==> config.mk <==
export PLATFORM = sky130hd
export DESIGN_NAME = butterfly_stream
export DESIGN_NICKNAME = d
export VERILOG_FILES = /design/src/rtl/butterfly_stream.sv
export SDC_FILE = /design/constraint.sdc
export NUM_CORES = 1
export LEC_CHECK = 0
export CORE_MARGIN = 2
export CORE_UTILIZATION = 55
export DETAILED_ROUTE_END_ITERATION = 8
export PLACE_DENSITY_LB_ADDON = 0.3
export SETUP_SLACK_MARGIN = 0.4
export SLEW_MARGIN = 40
export SYNTH_ARGS = -nofsm -noshare
export SYNTH_HDL_FRONTEND = slang
export SYNTH_SLANG_ARGS = --single-unit
==> constraint.sdc <==
create_clock -name clk -period 8.7 [get_ports clk]
set_clock_uncertainty 0.2 [all_clocks]
set_input_delay 1.305 -clock clk [delete_from_list [all_inputs] [get_ports clk]]
set_output_delay 1.305 -clock clk [all_outputs]
set_load 0.005 [all_outputs]
==> src/rtl/butterfly_stream.sv <==
// butterfly_stream: 3-stage pipelined radix-2 complex butterfly, Y=(A+W*B)/2, Z=(A-W*B)/2, valid/ready stream.
// Define BUTTERFLY_SATURATE_EN to clamp results and drive a sticky sat_flag; otherwise results wrap and sat_flag is 0.
module butterfly_stream #(
    parameter int DATA_W  = 8,
    parameter int TW_FRAC = DATA_W - 1
) (
    input  logic              clk,
    input  logic              reset,
    input  logic              in_valid,
    output logic              in_ready,
    input  logic [DATA_W-1:0] a_re, a_im, b_re, b_im, w_re, w_im,
    output logic              out_valid,
    input  logic              out_ready,
    output logic [DATA_W-1:0] y_re, y_im, z_re, z_im,
    output logic              sat_flag
);
    localparam int PW = 2 * DATA_W;
    localparam int WW = 2 * DATA_W + 1;
    logic en, ld3;
    logic v1_q, v1_d, v2_q, v2_d, v3_q, v3_d, sat_q, sat_d;
    logic signed [DATA_W-1:0] a1_re_q, a1_im_q, b1_re_q, b1_im_q, w1_re_q, w1_im_q;
    logic signed [DATA_W-1:0] a1_re_d, a1_im_d, b1_re_d, b1_im_d, w1_re_d, w1_im_d;
    logic signed [DATA_W-1:0] a2_re_q, a2_im_q, a2_re_d, a2_im_d;
    logic signed [PW-1:0] p_rr_q, p_ii_q, p_ri_q, p_ir_q, p_rr_d, p_ii_d, p_ri_d, p_ir_d;
    logic signed [WW-1:0] wb_re, wb_im, ax_re, ax_im, ys_re, ys_im, zs_re, zs_im;
    logic [DATA_W-1:0] y_re_q, y_im_q, z_re_q, z_im_q, y_re_d, y_im_d, z_re_d, z_im_d;

`ifdef BUTTERFLY_SATURATE_EN
    function automatic logic ovf(input logic signed [WW-1:0] x);
        logic signed [DATA_W-1:0] t;
        t = DATA_W'(x);
        return x != WW'(t);
    endfunction
    function automatic logic [DATA_W-1:0] fit(input logic signed [WW-1:0] x);
        return !ovf(x) ? DATA_W'(x) : x[WW-1] ? {1'b1, {(DATA_W-1){1'b0}}} : {1'b0, {(DATA_W-1){1'b1}}};
    endfunction
`else
    function automatic logic [DATA_W-1:0] fit(input logic signed [WW-1:0] x);
        return DATA_W'(x);
    endfunction
`endif

    always_comb begin
        en = !v3_q || out_ready;
        ld3 = en && v2_q;
        v1_d = en ? in_valid : v1_q;
        v2_d = en ? v1_q : v2_q;
        v3_d = en ? v2_q : v3_q;
        a1_re_d = en ? a_re : a1_re_q;
        a1_im_d = en ? a_im : a1_im_q;
        b1_re_d = en ? b_re : b1_re_q;
        b1_im_d = en ? b_im : b1_im_q;
        w1_re_d = en ? w_re : w1_re_q;
        w1_im_d = en ? w_im : w1_im_q;
        a2_re_d = en ? a1_re_q : a2_re_q;
        a2_im_d = en ? a1_im_q : a2_im_q;
        p_rr_d = en ? PW'(w1_re_q) * PW'(b1_re_q) : p_rr_q;
        p_ii_d = en ? PW'(w1_im_q) * PW'(b1_im_q) : p_ii_q;
        p_ri_d = en ? PW'(w1_re_q) * PW'(b1_im_q) : p_ri_q;
        p_ir_d = en ? PW'(w1_im_q) * PW'(b1_re_q) : p_ir_q;
        wb_re = (WW'(p_rr_q) - WW'(p_ii_q)) >>> TW_FRAC;
        wb_im = (WW'(p_ri_q) + WW'(p_ir_q)) >>> TW_FRAC;
        ax_re = WW'(a2_re_q);
        ax_im = WW'(a2_im_q);
        ys_re = (ax_re + wb_re) >>> 1;
        ys_im = (ax_im + wb_im) >>> 1;
        zs_re = (ax_re - wb_re) >>> 1;
        zs_im = (ax_im - wb_im) >>> 1;
        // outputs only reload when a valid beat enters stage 3
        y_re_d = ld3 ? fit(ys_re) : y_re_q;
        y_im_d = ld3 ? fit(ys_im) : y_im_q;
        z_re_d = ld3 ? fit(zs_re) : z_re_q;
        z_im_d = ld3 ? fit(zs_im) : z_im_q;
`ifdef BUTTERFLY_SATURATE_EN
        sat_d = sat_q || (ld3 && (ovf(ys_re) || ovf(ys_im) || ovf(zs_re) || ovf(zs_im)));
`else
        sat_d = 1'b0;
`endif
    end

    always_ff @(posedge clk) begin
        if (reset) begin
            {v1_q, v2_q, v3_q, sat_q} <= '0;
            {a1_re_q, a1_im_q, b1_re_q, b1_im_q, w1_re_q, w1_im_q} <= '0;
            {a2_re_q, a2_im_q, p_rr_q, p_ii_q, p_ri_q, p_ir_q} <= '0;
            {y_re_q, y_im_q, z_re_q, z_im_q} <= '0;
        end else begin
            {v1_q, v2_q, v3_q, sat_q} <= {v1_d, v2_d, v3_d, sat_d};
            {a1_re_q, a1_im_q, b1_re_q, b1_im_q, w1_re_q, w1_im_q} <= {a1_re_d, a1_im_d, b1_re_d, b1_im_d, w1_re_d, w1_im_d};
            {a2_re_q, a2_im_q, p_rr_q, p_ii_q, p_ri_q, p_ir_q} <= {a2_re_d, a2_im_d, p_rr_d, p_ii_d, p_ri_d, p_ir_d};
            {y_re_q, y_im_q, z_re_q, z_im_q} <= {y_re_d, y_im_d, z_re_d, z_im_d};
        end
    end

    assign in_ready = en;
    assign out_valid = v3_q;
    assign {y_re, y_im, z_re, z_im} = {y_re_q, y_im_q, z_re_q, z_im_q};
    assign sat_flag = sat_q;
endmodule

==> results.txt, run 1 <==
----------------------------------------------------
[Finish]
  Layout overhead on the synthesized area ... 9.49%
  Number of fill cells in the layout ... 2,780
  Most frequent cells in the layout ... sky130_fd_sc_hd__inv_1, sky130_fd_sc_hd__nand2_1, sky130_fd_sc_hd__fa_1
  Net count of the finished layout ... 2,596
  Non-filler cells, final ... 2,562
  Proportion of layout cells with a drive suffix above 1 ... 2.73%
  Post-route cell area ... 0.0194 mm^2
  Antenna cells ... 0
  Sequential cell area ... about 0.0033 mm^2
  Most common library cell in the layout ignoring fill and taps ... sky130_fd_sc_hd__inv_1
  Area of combinational cells with multiple inputs ... 0.0127 mm^2

[Power and ir drop]
  Switching Share ... 41.9%
  Net switching power ... 0.00149 W
  Part of the power in the clock network ... 22.3%
  Total power ... 0.00355 W
  Int Pwr ... 0.00206 W
  Power Density ... around 180 mW/mm^2
  Static leakage ... between 9 and 10 nW
  Proportion of power drawn by flip-flops and latches ... 26.5%
  Worst-case vdd ir drop ... approximately 0.00013 V
  Gate power share ... 51.2%

[Yosys]
  Synthesized instance count ... between 2,000 and 2,500
  Register bit count reported by yosys ... 163
  Register area share after synthesis ... 18.4%
  Cell variety after synth ... 67
  Mux cell area share after synthesis ... 0.509%
  Combinational family with the most area after synthesis ... adder cells
  Mean Syn Cell Area ... 8.32 um^2
  Main flop type after synthesis ... sky130_fd_sc_hd__dfxtp_1
  Fraction of registers with async set or reset after synthesis ... 0%
  Share of synthesized cell area in full adder, half adder and majority cells ... 37.5%
  Number of synthesized flops with an enable pin ... 0
  Synth Area in Simple Gates ... 18.7%
  Post-synthesis compound-gate area fraction ... approximately a tenth
  Xor and xnor fraction of the mapped netlist area ... between 4 and 5%
  Post-synthesis net count ... around 2,600
  Post-synthesis instance area ... approximately 0.018 mm^2
  Synthesis Warnings ... 0

[Timing]
  RSZ-0062 raised after global routing ... false
  Relative slew slack ... 46.5%
  Worst path setup slack after routing ... 3.49 ns
  Clock period minus worst slack ... 5.21 ns
  Tightest Pin Transition ... 0.800 ns
  Maximum clock frequency ... approximately 190 MHz
  Final count of hold timing violations ... 0
  Number of pins with negative max-slew slack in the final report ... 0
  Summed negative setup slack over all endpoints ... 0 ns
  Setup-violating endpoint count in the final report ... 0
  Ratio of final minimum period to clock period ... 59.8%

[Placement]
  IO Port Bufs ... between 80 and 90
  Instance count after placement with tap cells included ... approximately 2,500
  DP Worst Slack ... approximately 3.6 ns
  DP HPWL ... 32.3 mm
  Final Wtd Congestion ... 0.882
  Area post-placement ... 0.0188 mm^2

[Flow run]
  Max-capacitance violation count ... 0

[Clocking]
  Number of buffers created by CTS ... 17
  Deepest level of the CTS H-tree ... 4
  Resized Gates After CTS ... 0
  Clock-pin slew of the registers on the worst-case setup and hold paths ... approximately 0.070 ns
  Clock latency of the later-clocked register in the worst-skew pair ... 0.44 ns
  Max Buffers Root-to-Sink ... 2
  CTS tree ... built
  Clock Root Buffer ... sky130_fd_sc_hd__clkbuf_16
  Setup Buffers After CTS ... 0
  Sink count of the clock tree ... 163
  Hold_buf cts ... 0

[Floorplan]
  Die footprint ... 0.0337 mm^2
  Floorplan die height ... 183 um
  Row cnt ... 65
  Width of the chip ... 183 um
  Initial standard-cell utilization of the core ... 56.0%
  I/O pin total ... 87
  Area of the core ... about 0.032 mm^2

[Global routing]
  First-pass GRT wire length ... about 70 mm
  Maximum number of pins on one net before global-route repair ... 89
  Via count of the first global-routing pass ... 14,400
  Aggregate global routing overflow ... 0
  Antenna violations before repair ... 1
  Global routing usage summed across all routing layers ... approximately a quarter

[Routing]
  Post-DRT Antenna Nets ... 0
  Final wirelength ... between 40 and 50 mm
  Total iterations of the first detailed-routing run ... 6
  Routed wire length per instance ... 16.2 um
  Violation count after the first detailed-route iteration ... 921
  Number of vias in the routed layout ... 13,900
  Post-route DRC ... 0
  Per-cell via count in the routed design ... 5.44

[Outcome]
  Outcome ... finished clean

[Setup path]
  Arrival time at the worst endpoint ... ~5.3 ns
  Cell family contributing the most delay on the critical path ... adder cells
  Critical path's slowest cell ... sky130_fd_sc_hd__dfxtp_1
  Required time at the worst-slack endpoint ... around 9 ns
  Nature of the critical path endpoint ... flop
  Combined buffer and inverter count along the critical path ... 3
  Cell occurring most often along the worst timing path ... sky130_fd_sc_hd__fa_1
  Ordered list of cells on the worst path ... clkinv_1 -> nor2_1 -> fa_1 -> fa_1 -> fa_1 -> inv_1 -> fa_1 -> inv_1 -> ha_1 -> a21boi_0 -> o21ai_0 -> a21boi_0 -> o21ai_0 -> a21oi_1 -> mux2i_1 -> nand2_1
  Kind of start point of the critical path ... flop
  Stage delay of the slowest cell on the critical path ... about 0.6 ns
  WS Path Type ... reg -> reg
  Crit Path Max Fanout ... 10

[Min path]
  Class of the tightest hold or removal check ... reg -> reg

----------------------------------------------------
==> cells by family after synthesis <==
kind of cell / count (synthesis)
flops: 163
simple gates: 693
fa+ha+maj: 397
mux: 9
compound gates: 314
buf+inv: 461
xor+xnor: 90
other cells: 1
==> power groups by stage <==
stage          clock, W  combinational, W  sequential (W)
3_5_place_dp          0           0.00179        0.000954
2_1_floorplan         0           0.00136        0.000905
5_1_grt        0.000836           0.00203        0.000952
6_report       0.000791           0.00182        0.000940
4_1_cts        0.000799           0.00181        0.000938
3_3_place_gp          0           0.00174        0.000950
==> cell usage after synthesis (all sizes together), types with 8 or more instances <==
| cell type | count | share of area, % |
|---|---|---|
| nand3 | 20 | 0.57 |
| and2 | 165 | 5.8 |
| buf | 13 | 0.30 |
| dfxtp | 163 | 18 |
| xor2 | 20 | 0.99 |
| a21boi | 8 | 0.34 |
| a21o | 8 | 0.34 |
| or3 | 8 | 0.29 |
| inv | 368 | 7.8 |
| nor4b | 10 | 0.49 |
| nand2b | 18 | 0.64 |
| o21bai | 9 | 0.38 |
| fa | 224 | 25 |
| nor2 | 86 | 1.8 |
| mux2i | 9 | 0.51 |
| nor3 | 27 | 0.79 |
| a21oi | 180 | 5.1 |
| nor2b | 17 | 0.60 |
| a211oi | 11 | 0.57 |
| clkbuf | 79 | 1.7 |
| nand2 | 320 | 6.8 |
| o21ai | 56 | 1.6 |
| xnor2 | 69 | 3.5 |
| ha | 173 | 12 |
==> metrics by stage <==
step	utilization (%)	hold slack [ns]
after floorplan	-	0.227
after global placement	59.3	0.236
after detailed placement	59.4	0.244
after CTS	61.3	0.253
after global routing	61.3	0.262
final	61.3	0.250
==> layout make-up <==
class,instances,share of cell area (%)
Inverter,369,7.16
Clock buffer,18,2.26
Clock inverter,14,0.884
Multi-Input combinational cell,1504,65.6
Tap cell,402,2.59
Sequential cell,163,16.8
Timing Repair Buffer,92,4.68
==> path summary, 6_finish.rpt <==
| check | start | to | slack, ns | depth (start not counted) |
|---|---|---|---|---|
| min reg2reg | p_ii_q[3] | p_ii_q[3] | 0.25 | 2 |
| max | b1_re_q[7] | p_rr_q[14] | 3.49 | 16 |
| min | p_ii_q[3] | p_ii_q[3] | 0.25 | 2 |
| max reg2reg | b1_re_q[7] | p_rr_q[14] | 3.49 | 16 |
==> worst register-to-register path, stage by stage (launching register included) <==
cell	delay, ns
sky130_fd_sc_hd__dfxtp_1	0.60
sky130_fd_sc_hd__clkinv_1	0.48
sky130_fd_sc_hd__nor2_1	0.26
sky130_fd_sc_hd__fa_1	0.45
sky130_fd_sc_hd__fa_1	0.46
sky130_fd_sc_hd__fa_1	0.49
sky130_fd_sc_hd__inv_1	0.05
sky130_fd_sc_hd__fa_1	0.47
sky130_fd_sc_hd__inv_1	0.04
sky130_fd_sc_hd__ha_1	0.29
sky130_fd_sc_hd__a21boi_0	0.26
sky130_fd_sc_hd__o21ai_0	0.15
sky130_fd_sc_hd__a21boi_0	0.28
sky130_fd_sc_hd__o21ai_0	0.16
sky130_fd_sc_hd__a21oi_1	0.19
sky130_fd_sc_hd__mux2i_1	0.22
sky130_fd_sc_hd__nand2_1	0.06
==> layer usage <==
layer | routed length, um | track usage [%] | vias up
met5 | 12 | 0 | -
met3 | 1970 | 3.65 | 74
li1 | - | - | 6665
met4 | 1130 | 8.32 | 2
met1 | 18300 | 34.1 | 6821
met2 | 20200 | 45.1 | 381
==> flip-flops by register name, indices dropped and copies added, names as in the netlist <==
| name | flops |
|---|---|
| y_re | 8 |
| b1_im_q | 8 |
| a2_im_q | 8 |
| p_ri_q | 16 |
| w1_re_q | 8 |
| z_im | 8 |
| a1_re_q | 8 |
| b1_re_q | 8 |
| w1_im_q | 8 |
| y_im | 8 |
| v1_q | 1 |
| p_ir_q | 16 |
| a2_re_q | 8 |
| p_ii_q | 16 |
| p_rr_q | 16 |
| a1_im_q | 8 |
| v2_q | 1 |
| out_valid | 1 |
| z_re | 8 |
Note: power is estimated with default switching activity, not from simulation.
==> run 2, diff against run 1 <==
Clock period 8.7 ns to 4.9 ns, I/O delays scaled along.
==> results.txt, run 2 (synthesis results as in run 1) <==
----------------------------------------------------
[Routing]
  Total iterations of the first detailed-routing run ... 5 (-1)
  Violation count after the first detailed-route iteration ... 962 (+4.5%)
  Routed wire length per instance ... 16.9 um (+4.0%)
  Final wirelength ... 45.0 mm (+8.1%)
  Post-DRT Antenna Nets ... 0 (unchanged)
  Per-cell via count in the routed design ... 5.40 (-0.69%)
  Number of vias in the routed layout ... 14,400 (+3.2%)
  Post-route DRC ... 0 (unchanged)

[Global routing]
  Aggregate global routing overflow ... 0 (unchanged)
  Met2 layer usage reported by global route ... 46.1% (+1.0 points)
  Maximum number of pins on one net before global-route repair ... 149 (+67%)
  Global routing usage on met3 ... 4.42% (+0.77 points)
  Met1 routing resource usage after global routing ... 34.4% (+0.33 points)
  Global routing's busiest layer ... met2
  First-pass GRT wire length ... 72.0 mm (+2.7%)
  Antenna violations before repair ... 0 (-1)
  Via count of the first global-routing pass ... 14,600 (+1.6%)
  Global routing usage summed across all routing layers ... 27.0% (+0.85 points)

[Clocking]
  Max Buffers Root-to-Sink ... 2 (unchanged)
  Deepest level of the CTS H-tree ... 4 (unchanged)
  CTS tree ... built
  Clock-pin slew of the registers on the worst-case setup and hold paths ... 0.07 ns (about the same)
  Number of buffers created by CTS ... 17 (unchanged)
  Clock latency of the later-clocked register in the worst-skew pair ... 0.45 ns (about the same)
  Sink count of the clock tree ... 163 (unchanged)
  Clock Root Buffer ... sky130_fd_sc_hd__clkbuf_16

[Setup path]
  Arrival time at the worst endpoint ... 4.76 ns (-0.57 ns)
  Crit Path Max Fanout ... 7 (-3)
  WS Path Type ... reg -> reg
  Nature of the critical path endpoint ... flop
  Worst reg2reg setup slack ... 0.24 ns (-3.25 ns)
  Reg2reg end ... p_ii_q[15]
  Worst Reg-to-Reg Cells ... 20 (+4)
  Reg-to-Reg Start ... w1_im_q[5]
  Kind of start point of the critical path ... flop
  Required time at the worst-slack endpoint ... 5.00 ns (-3.83 ns)

[Timing]
  Maximum clock frequency ... 215 MHz (+12%)
  Ratio of final minimum period to clock period ... 95.0% (+35 points)
  Clock period minus worst slack ... 4.66 ns (-0.548 ns)
  Summed negative setup slack over all endpoints ... 0 ns (unchanged)
  RSZ-0062 raised after global routing ... true
  Tightest Pin Transition ... 0.808 ns (+0.00808 ns)
  Final count of hold timing violations ... 0 (unchanged)
  Number of pins with negative max-slew slack in the final report ... 0 (unchanged)
  Relative slew slack ... 46.1% (-0.41 points)
  Setup-violating endpoint count in the final report ... 0 (unchanged)

[Finish]
  Sequential cell area ... 0.00335 mm^2 (+2.8%)
  Most frequent cells in the layout ... sky130_fd_sc_hd__inv_1, sky130_fd_sc_hd__nand2_1, sky130_fd_sc_hd__fa_1
  Share of the core filled with cells ... 66.0% (+4.7 points)
  Non-filler cells, final ... 2,662 (+3.9%)
  Area of combinational cells with multiple inputs ... 0.0132 mm^2 (+4.0%)
  Net count of the finished layout ... 2,697 (+3.9%)
  Number of fill cells in the layout ... 2,477 (-11%)
  Antenna cells ... 0 (unchanged)
  Proportion of layout cells with a drive suffix above 1 ... 13.1% (+10 points)
  Most common library cell in the layout ignoring fill and taps ... sky130_fd_sc_hd__inv_1
  Post-route cell area ... 0.0209 mm^2 (+7.7%)
  Layout overhead on the synthesized area ... 18.0%

[Min path]
  Min-Delay Startpoint ... p_ii_q[0]
  Terminating pin of the worst hold path ... p_ii_q[0]
  Class of the tightest hold or removal check ... reg -> reg
  Hold depth ... 2 (unchanged)

[Floorplan]
  Row cnt ... 65 (unchanged)
  Floorplan die height ... 183 um (unchanged)
  Initial standard-cell utilization of the core ... 56.0% (unchanged)
  I/O pin total ... 87 (unchanged)
  Die footprint ... 0.0337 mm^2 (unchanged)
  Area of the core ... 0.0316 mm^2 (unchanged)
  Width of the chip ... 183 um (unchanged)

[Power and ir drop]
  Total power ... 0.00658 W (+85%)
  Static leakage ... 9.68 nW (+6.5%)
  Worst-case vdd ir drop ... 0.000265 V (+100%)
  Power Density ... 315 mW/mm^2 (+72%)

[Outcome]
  Outcome ... finished clean

[Placement]
  Final Wtd Congestion ... 0.926 (+4.9%)
  Area post-placement ... 0.0192 mm^2 (+2.3%)
  IO Port Bufs ... 85 (unchanged)
  Instance count after placement with tap cells included ... 2,574 (+1.7%)
  DP HPWL ... 32.7 mm (+1.4%)

[Flow run]
  Max-capacitance violation count ... 0 (unchanged)

----------------------------------------------------
-- run 2: repair_timing --
item / CTS / global route
hold buffers: 0 / 0
endpoints found under the setup margin: 25 / 28
pin swaps: 25 / 71
gates resized for setup: 82 / 125
buffers inserted: 18 / 38
gates cloned: 0 / 1
-- run 2: area by class of cell --
type / count / area share [%]
Multi-Input combinational cell: 1504 / 63.3
Sequential cell: 163 / 16.1
Timing Repair Buffer: 193 / 8.77
Inverter: 369 / 6.66
Tap cell: 402 / 2.41
Clock buffer: 18 / 2.10
Clock inverter: 13 / 0.719
-- run 2: worst max-delay path by stage --
stage / from / to / slack [ns]
2_1_floorplan: w1_re_q[2] / p_rr_q[14] / 0.40
3_3_place_gp: b1_re_q[2] / p_rr_q[12] / -0.001
3_5_place_dp: w1_im_q[3] / p_ir_q[14] / -0.15
4_1_cts: b1_re_q[7] / p_ir_q[14] / 0.30
5_1_grt: b1_im_q[0] / p_ri_q[15] / 0.09
6_report: w1_im_q[5] / p_ii_q[15] / 0.24
-- run 2: where the power goes --
| part | switching [W] | leakage, nW | internal (W) |
|---|---|---|---|
| Clock | 0.000609 | 0.289 | 0.000770 |
| Combinational | 0.00201 | 8.03 | 0.00155 |
| Sequential | 0.000147 | 1.36 | 0.00149 |
| Total | 0.00276 | 9.68 | 0.00381 |
-- run 2: metrics by stage --
step	hold WS [ns]	setup WS, ns
final	0.246	0.243
after global routing	0.267	0.0878
after CTS	0.251	0.297
after detailed placement	0.243	-0.145
after global placement	0.233	-0.00102
after floorplan	0.227	0.404
-- run 2: layer usage --
metal | vias up | share of wire [%]
met5 | - | 0
met4 | 0 | 3.6
met3 | 95 | 6.0
met2 | 439 | 48
met1 | 6993 | 42
li1 | 6860 | -
-- run 2: critical path, cell delays in order, from the launching register on --
cell and delay [ns]:
sky130_fd_sc_hd__dfxtp_4 0.39, sky130_fd_sc_hd__buf_6 0.13, sky130_fd_sc_hd__and2_1 0.14, sky130_fd_sc_hd__ha_1 0.29
sky130_fd_sc_hd__inv_1 0.05, sky130_fd_sc_hd__fa_1 0.48, sky130_fd_sc_hd__inv_1 0.04, sky130_fd_sc_hd__ha_1 0.27
sky130_fd_sc_hd__inv_1 0.05, sky130_fd_sc_hd__fa_1 0.53, sky130_fd_sc_hd__inv_1 0.05, sky130_fd_sc_hd__ha_1 0.27
sky130_fd_sc_hd__a21o_1 0.19, sky130_fd_sc_hd__a21oi_2 0.17, sky130_fd_sc_hd__o21ai_2 0.09, sky130_fd_sc_hd__a21oi_2 0.20
sky130_fd_sc_hd__o21ai_2 0.11, sky130_fd_sc_hd__a41o_1 0.24, sky130_fd_sc_hd__o41ai_2 0.32, sky130_fd_sc_hd__mux2i_1 0.22
sky130_fd_sc_hd__o21ai_1 0.08
